`src/rtl/rv32i_inst_encoder.sv`:
```
// rv32i_inst_encoder: packs per-instruction fields (R-type, OP-IMM, JAL) into
// RV32I words and streams them, with incrementing byte addresses, through a
// single-entry valid/ready output register. Illegal requests become a NOP
// (addi x0,x0,0) and raise a sticky flag.
module rv32i_inst_encoder #(
  parameter int          ADDR_W    = 32,
  parameter logic [31:0] BASE_ADDR = 32'h0
) (
  input  logic              clk,
  input  logic              rst_n,
  input  logic              in_valid,
  output logic              in_ready,
  input  logic [1:0]        in_fmt,
  input  logic [7:0]        in_op,
  input  logic [4:0]        in_rd,
  input  logic [4:0]        in_rs1,
  input  logic [4:0]        in_rs2,
  input  logic [31:0]       in_imm,
  output logic              out_valid,
  input  logic              out_ready,
  output logic [31:0]       out_word,
  output logic [ADDR_W-1:0] out_addr,
  input  logic              flush,
  output logic              illegal,
  input  logic              clr_illegal,
  output logic [15:0]       word_cnt
);

  localparam logic [ADDR_W-1:0] BASE = BASE_ADDR[ADDR_W-1:0];
  localparam logic [ADDR_W-1:0] STEP = ADDR_W'(4);
  localparam logic [31:0]       NOP  = 32'h0000_0013;

  localparam logic [6:0] OPC_R = 7'b0110011;
  localparam logic [6:0] OPC_I = 7'b0010011;
  localparam logic [6:0] OPC_J = 7'b1101111;

  logic              r_out_valid;
  logic [31:0]       r_out_word;
  logic [ADDR_W-1:0] r_out_addr;
  logic [ADDR_W-1:0] r_next_addr;   // address the next loaded word receives
  logic              r_illegal;
  logic [15:0]       r_word_cnt;

  logic [2:0]        w_f3;
  logic [6:0]        w_f7;
  logic              w_op_ok;
  logic              w_is_shift;
  logic              w_imm12_ok;
  logic              w_shamt_ok;
  logic              w_jimm_ok;
  logic              w_legal;
  logic [31:0]       w_enc;
  logic [31:0]       w_word;
  logic              w_in_acc;
  logic              w_out_acc;
  logic [ADDR_W-1:0] w_next_inc;
  logic [ADDR_W-1:0] w_load_addr;

  assign in_ready  = !flush && (!r_out_valid || out_ready);
  assign w_in_acc  = in_valid && in_ready;
  assign w_out_acc = r_out_valid && out_ready;

  // While FULL the next-address register still equals out_addr, so a word
  // loaded in the same cycle as a delivery takes the incremented address.
  assign w_next_inc  = r_next_addr + STEP;
  assign w_load_addr = w_out_acc ? w_next_inc : r_next_addr;

  assign w_op_ok    = (in_op >= 8'h01) && (in_op <= 8'h0a);
  assign w_is_shift = (in_op == 8'h03) || (in_op == 8'h07) || (in_op == 8'h08);
  assign w_imm12_ok = (&in_imm[31:11]) || (~|in_imm[31:11]);
  assign w_shamt_ok = ~|in_imm[31:5];
  assign w_jimm_ok  = !in_imm[0] && ((&in_imm[31:20]) || (~|in_imm[31:20]));

  // Map decoder op numbering onto funct3/funct7.
  always_comb begin
    w_f3 = 3'b000;
    w_f7 = 7'b0000000;
    case (in_op)
      8'h01: w_f3 = 3'b000;
      8'h02: begin w_f3 = 3'b000; w_f7 = 7'b0100000; end
      8'h03: w_f3 = 3'b001;
      8'h04: w_f3 = 3'b010;
      8'h05: w_f3 = 3'b011;
      8'h06: w_f3 = 3'b100;
      8'h07: w_f3 = 3'b101;
      8'h08: begin w_f3 = 3'b101; w_f7 = 7'b0100000; end
      8'h09: w_f3 = 3'b110;
      8'h0a: w_f3 = 3'b111;
      default: w_f3 = 3'b000;
    endcase
  end

  // Format-specific packing and legality.
  always_comb begin
    w_enc   = NOP;
    w_legal = 1'b0;
    case (in_fmt)
      2'd0: begin
        w_enc   = {w_f7, in_rs2, in_rs1, w_f3, in_rd, OPC_R};
        w_legal = w_op_ok;
      end
      2'd1: begin
        if (w_is_shift) begin
          w_enc   = {w_f7, in_imm[4:0], in_rs1, w_f3, in_rd, OPC_I};
          w_legal = w_op_ok && w_shamt_ok;
        end else begin
          w_enc   = {in_imm[11:0], in_rs1, w_f3, in_rd, OPC_I};
          w_legal = w_op_ok && (in_op != 8'h02) && w_imm12_ok;
        end
      end
      2'd2: begin
        w_enc   = {in_imm[20], in_imm[10:1], in_imm[11], in_imm[19:12], in_rd, OPC_J};
        w_legal = (in_op == 8'h01) && w_jimm_ok;
      end
      default: begin
        w_enc   = NOP;
        w_legal = 1'b0;
      end
    endcase
  end

  assign w_word = w_legal ? w_enc : NOP;

  // Output register, address tracking and delivered-word counter.
  always_ff @(posedge clk or negedge rst_n) begin
    if (!rst_n) begin
      r_out_valid <= 1'b0;
      r_out_word  <= 32'h0;
      r_out_addr  <= BASE;
      r_next_addr <= BASE;
      r_word_cnt  <= 16'h0;
    end else if (flush) begin
      r_out_valid <= 1'b0;
      r_out_addr  <= BASE;
      r_next_addr <= BASE;
      r_word_cnt  <= 16'h0;
    end else begin
      if (w_out_acc) begin
        r_next_addr <= w_next_inc;
        if (r_word_cnt != 16'hFFFF) begin
          r_word_cnt <= r_word_cnt + 16'd1;
        end
      end
      if (w_in_acc) begin
        r_out_valid <= 1'b1;
        r_out_word  <= w_word;
        r_out_addr  <= w_load_addr;
      end else if (w_out_acc) begin
        r_out_valid <= 1'b0;
      end
    end
  end

  // Sticky illegal flag; a new illegal accept beats a simultaneous clear.
  always_ff @(posedge clk or negedge rst_n) begin
    if (!rst_n) begin
      r_illegal <= 1'b0;
    end else if (w_in_acc && !w_legal) begin
      r_illegal <= 1'b1;
    end else if (clr_illegal) begin
      r_illegal <= 1'b0;
    end
  end

  assign out_valid = r_out_valid;
  assign out_word  = r_out_word;
  assign out_addr  = r_out_addr;
  assign illegal   = r_illegal;
  assign word_cnt  = r_word_cnt;

endmodule

```
`config.mk`:
```
export PLATFORM = sky130hd
export DESIGN_NAME = rv32i_inst_encoder
export DESIGN_NICKNAME = d
export VERILOG_FILES = /design/src/rtl/rv32i_inst_encoder.sv
export SDC_FILE = /design/constraint.sdc
export NUM_CORES = 1
export LEC_CHECK = 0
export CORE_ASPECT_RATIO = 1.2
export CORE_UTILIZATION = 24
export CTS_CLUSTER_DIAMETER = 150
export DETAILED_ROUTE_END_ITERATION = 6
export GPL_TIMING_DRIVEN = 0
export PLACE_DENSITY = 0.43
export RECOVER_POWER = 100
export SYNTH_ARGS = -nofsm -noshare
export SYNTH_HDL_FRONTEND = slang
export SYNTH_SLANG_ARGS = --single-unit
```
`constraint.sdc`:
```
create_clock -name clk -period 2.5 [get_ports clk]
set_clock_uncertainty 0.2 [all_clocks]
set_input_delay 0.5 -clock clk [delete_from_list [all_inputs] [get_ports clk]]
set_output_delay 0.5 -clock clk [all_outputs]
set_load 0.01 [all_outputs]
```
# == Word level (Yosys, flattened, before mapping) ==
# Index checks and enable logic that the tools add are counted.
# totals
regBits,114
latch_bits,0
ram_bits,0
romBits,0
out_inout_bits,83
memories,0
# op_classes
add_sub_neg,2
n_mul,0
div,0
magnitude_cmp,2
n_eq_ne,14
shift,0
n_mux,19
bitwise_logic,1
n_reduce_logical,37
# ops
op,n
$mux 32,6
$pmux 32 s3,1
$mux 16,3
$add 32x3->32 const B,1
$eq 8x3->1 const B,4
$reduce_or 27->1,1
$eq 8x4->1 const B,3
$pmux 3 s7,1
$reduce_and 21->1,1
$reduce_or 21->1,1
$add 16x1->16 const B,1
$eq 8x2->1 const B,2
$ne 16x16->1 const B,1
$reduce_and 12->1,1
$reduce_or 12->1,1
$logic_and 1x1->1,10
$eq 8x1->1 const B,1
$ge 8x1->1 const B,1
$le 8x4->1 const B,1
$ne 8x2->1 const B,1
$reduce_bool 2->1,4
$logic_not 1->1,7
$mux 1,6
$mux 6,1
other kinds (9),15

# == Logic depth before layout (Yosys ltp) ==
# logic_depth
ltp_word,9
depth_mapped,9

# == Worst setup path before layout ==
# OpenSTA, ideal clock, no wires.
# synth_timing
path_kind,input to register
start,input in_fmt[1]
end,"register r_out_word[15], in the netlist out_word[15]"
setup_time_ps,144
arrival_time_ps,1782
t_required_ps,2156
path_slack_ps,375
cell_stages,9
cell_sequence,buf_4 > inv_2 > and2_1 > buf_6 > nand3_2 > o22ai_2 > nor3_4 > buf_8 > a21oi_2
# synth_between
elab_chain_len,3
# synth_rtl
item,line,rtl
from (decl),13,"input logic [1:0] in_fmt,"
$eq 2x2->1 (tied with other cells),97,case (in_fmt)
$pmux 32 s3 or $pmux 1 s3 (tied branches),97,
$mux 32 (*),122,assign w_word = w_legal ? w_enc : NOP;
to (signal assigned),146,r_out_word <= w_word;
to (decl),38,logic [31:0] r_out_word;
# Mark *: on every way between the ends. The rest lies on a longest branch, timed or not.
# A chain may end at the register's enable or synchronous reset.

# == Final worst setup path ==
# layout_timing
start,input flush
end,output in_ready
# layout_between
elab_chain_len,2
# layout_rtl
item,line,rtl
from (decl),23,"input logic flush,"
$logic_not 1->1,59,assign in_ready = !flush && (!r_out_valid || out_ready);
$logic_and 1x1->1,59,
to (decl),12,"output logic in_ready,"
# No other way between the ends.

==> summary.txt <==
Layout
  • Share of cells above drive strength 1: 11.3%
  • Nets@finish: ~790
  • Fillers: roughly 2400
  • Ant diodes: 0
  • Design area: around 0.0077 mm^2
  • Area grow syn2layout: 38.0%
  • Core Util, Final: about 34%

Drt
  • Drt initial violations: roughly 190
  • Routed WL: about 18000 um
  • Number of remaining DRC errors: 0
  • DR vias: 4810
  • DRT Pass-1 Iters: 4
  • Post-route ant nets: 0
  • Vias/cell: 4.65
  • Drt wl/cell: 17.1 um

Die
  • Initial Utilization: 24.7%
  • IO Pins: 146
  • Die extent in y: 169 um
  • Core Region: ~0.023 mm^2
  • Die W: around 140 um
  • # rows: 60
  • Die area: 0.0240 mm^2

CTS
  • Max H-tree Level: 3
  • # clock sinks: 111
  • TritonCTS clock tree: yes
  • CTS Buf Count: 9
  • CTS max path bufs: 2
  • Root buffer cell: clkbuf_16
  • Clk_lat worst skew: 0.35 ns
  • Clk slew on worst S/H paths: 0.07 ns

Timing
  • FMAX: 0.416 GHz
  • Min Hold Slack: 0.277 ns
  • Setup TNS Final: 0 ns
  • Rel. slew slack: 22.9%
  • Fin crit share: a little over nine tenths
  • Slew of the pin with the lowest slew margin: 1.16 ns
  • RSZ-0062 raised after global routing: no
  • Final Hold Viols: 0
  • Post-layout min period: 2.40 ns
  • Final worst slack: 0.0957 ns
  • Max Slew Vio Count: 0
  • Final setup viols: 0

Synthesis
  • Cell taking the most area after synthesis: dfrtp_1
  • Synth top area cells: dfrtp_1 50%, nor2_1 5.1%, nand2_1 3.8%
  • Synth unique cells: 58
  • Synthesized net count: 632
  • Top-area cell type share of the netlist area: 49.6%
  • Post-Syn Area: 0.00561 mm^2
  • Yosys warns: 0
  • Avg Cell Area, Syn: a little under 10 um^2
  • Mux contribution to synthesized area: 1.07%
  • Simple-Gate Fraction of Synth Area: 24.7%
  • Flops & latches, synth: 111
  • Most common cell in the netlist: dfrtp_1
  • Register area share after synthesis: between 40% and 50%
  • Largest family of logic cells by synthesized area: simple AND/OR/NAND/NOR gates
  • Synth Area in XOR/XNOR: 6.09%
  • Synth Area in Compound Gates: 14.0%
  • Synth Area in Adders: less than 1%
  • EDFF count, synth: 0
  • Gate count of the mapped netlist: 567
  • Top_reg_cell synth: dfrtp_1
  • Post-synth ARST share: 100%
  • Synth top cells by count: 111 x dfrtp_1, 76 x nor2_1, 57 x nand2_1

GRT
  • Vias in the first global route: 5029
  • Largest net degree at the start of global routing: 71
  • Total Routing Usage GR: 15.1%
  • Global-route wire length before repair: 28000 um
  • Initial antenna violation count: 0
  • Grt total ovfl: 0

Pwr
  • P per Cell Area: 496 mW/mm^2
  • Static Leak: 3.34 nW
  • Worst vdd rail ir drop: 0.000293 V

Setup path
  • Worst Setup Path Type: in2out
  • CP max-delay cell: dlygate4sd3_1
  • Worst Setup End Kind: output pin
  • Worst path max stage delay: between 0.6 and 0.7 ns
  • WP data required: 1.80 ns
  • Critical path cell sequence: dlygate4sd3_1 -> nor2_1 -> clkdlybuf4s15_1
  • Highest fanout seen on the critical path: 5
  • Critical Path Source Type: input pin
  • WP data arrival: 1.70 ns

Place
  • Dpl ws: -0.510 ns
  • Port Buf Inserts: ~140
  • Placed cell areas: approximately 0.0074 mm^2
  • Final Wtd Congestion: between 0.8 and 0.9
  • Detailed Place HPWL: 13100 um

Run status
  • Status: complete, no violations

Worst hold path
  • Worst Hold Class: reg2reg

Flow run
  • Total of max-cap violations: 0
## path summary, 6_finish.rpt
kind | startpoint | endpoint | slack, ns | cells past startpoint
worst max-delay path | flush | in_ready | 0.1 | 3
max in group asynchronous | rst_n | r_next_addr[1] | 0.47 | 3
worst max register to register | r_next_addr[2] | out_addr[28] | 0.36 | 7
worst min register to register | r_next_addr[1] | out_addr[1] | 0.28 | 2
worst min-delay path | r_next_addr[1] | out_addr[1] | 0.28 | 2
min in group asynchronous | rst_n | out_addr[20] | 0.71 | 2
## power breakdown
part / switching [W] / internal, W / total (W)
logic: 0.000282 / 0.000237 / 0.000519
registers: 0.0000309 / 0.00184 / 0.00187
clock network: 0.000669 / 0.000775 / 0.00144
## cell families (layout without fill, tap and decap cells)
family	Yosys count	after routing
AOI/OAI and AO/OA	106	106
xor gates and xnor gates	39	39
adders and majority gates	2	2
buffers and inverters	45	203
DFF	111	111
muxes	6	6
and+or+nand+nor	258	258
## through the flow
stage | cells | total power [W]
after floorplan | 567 | 0.00212
after global placement | 1018 | 0.00245
after detailed placement | 1019 | 0.00246
after CTS | 1036 | 0.00393
after global routing | 1035 | 0.00400
final | 1035 | 0.00384
## state kept, by name (all words and copies together) (netlist names)
signal / cells
out_addr: 32
word_cnt: 16
illegal: 1
out_word: 29
r_next_addr: 32
out_valid: 1
## per-layer routing
layer	up-vias	wire [um]	GRT usage, %
met4	0	270	5.14
met5	-	0	0
met2	131	8330	25.3
met1	2355	8230	19.9
met3	17	896	2.37
li1	2307	-	-
## area by class of cell
| type | instances | area, um^2 | area share (%) |
|---|---|---|---|
| clock buffers | 10 | 229 | 2.96 |
| flip-flops and latches | 111 | 2780 | 35.9 |
| plain buffers | 38 | 223 | 2.88 |
| repair buffers | 143 | 1440 | 18.7 |
| clock inverters | 6 | 61.3 | 0.792 |
| well taps | 310 | 388 | 5.01 |
| multi-input cells | 411 | 2590 | 33.5 |
| inverters | 6 | 22.5 | 0.291 |
## timing repair
action / in CTS / in global routing
cloned: 0 / 0
hold buffers: 1 / 0
endpoints found under the setup margin: 27 / 68
setup buffers: 0 / 0
endpoints found under the hold margin: 41 / 0
pin swaps: 0 / 0
gates resized for setup: 5 / 20
## layout by cell type, fill, tap and decap left out, types with 17 or more instances in the layout
cell type	n
clkdlybuf4s50_1	56
dfrtp_1	111
dlygate4sd3_1	84
nand2_1	57
nand3b_1	17
nand4_1	22
nor2_1	75
nor3_1	17
o21ai_0	27
xor2_1	24
## worst max-delay path, delay by kind of cell
family	cells	cell delay (ns)
buffers and inverters	2	0.97
and+or+nand+nor	1	0.22
No activity file was read; power rests on OpenSTA's default activity.
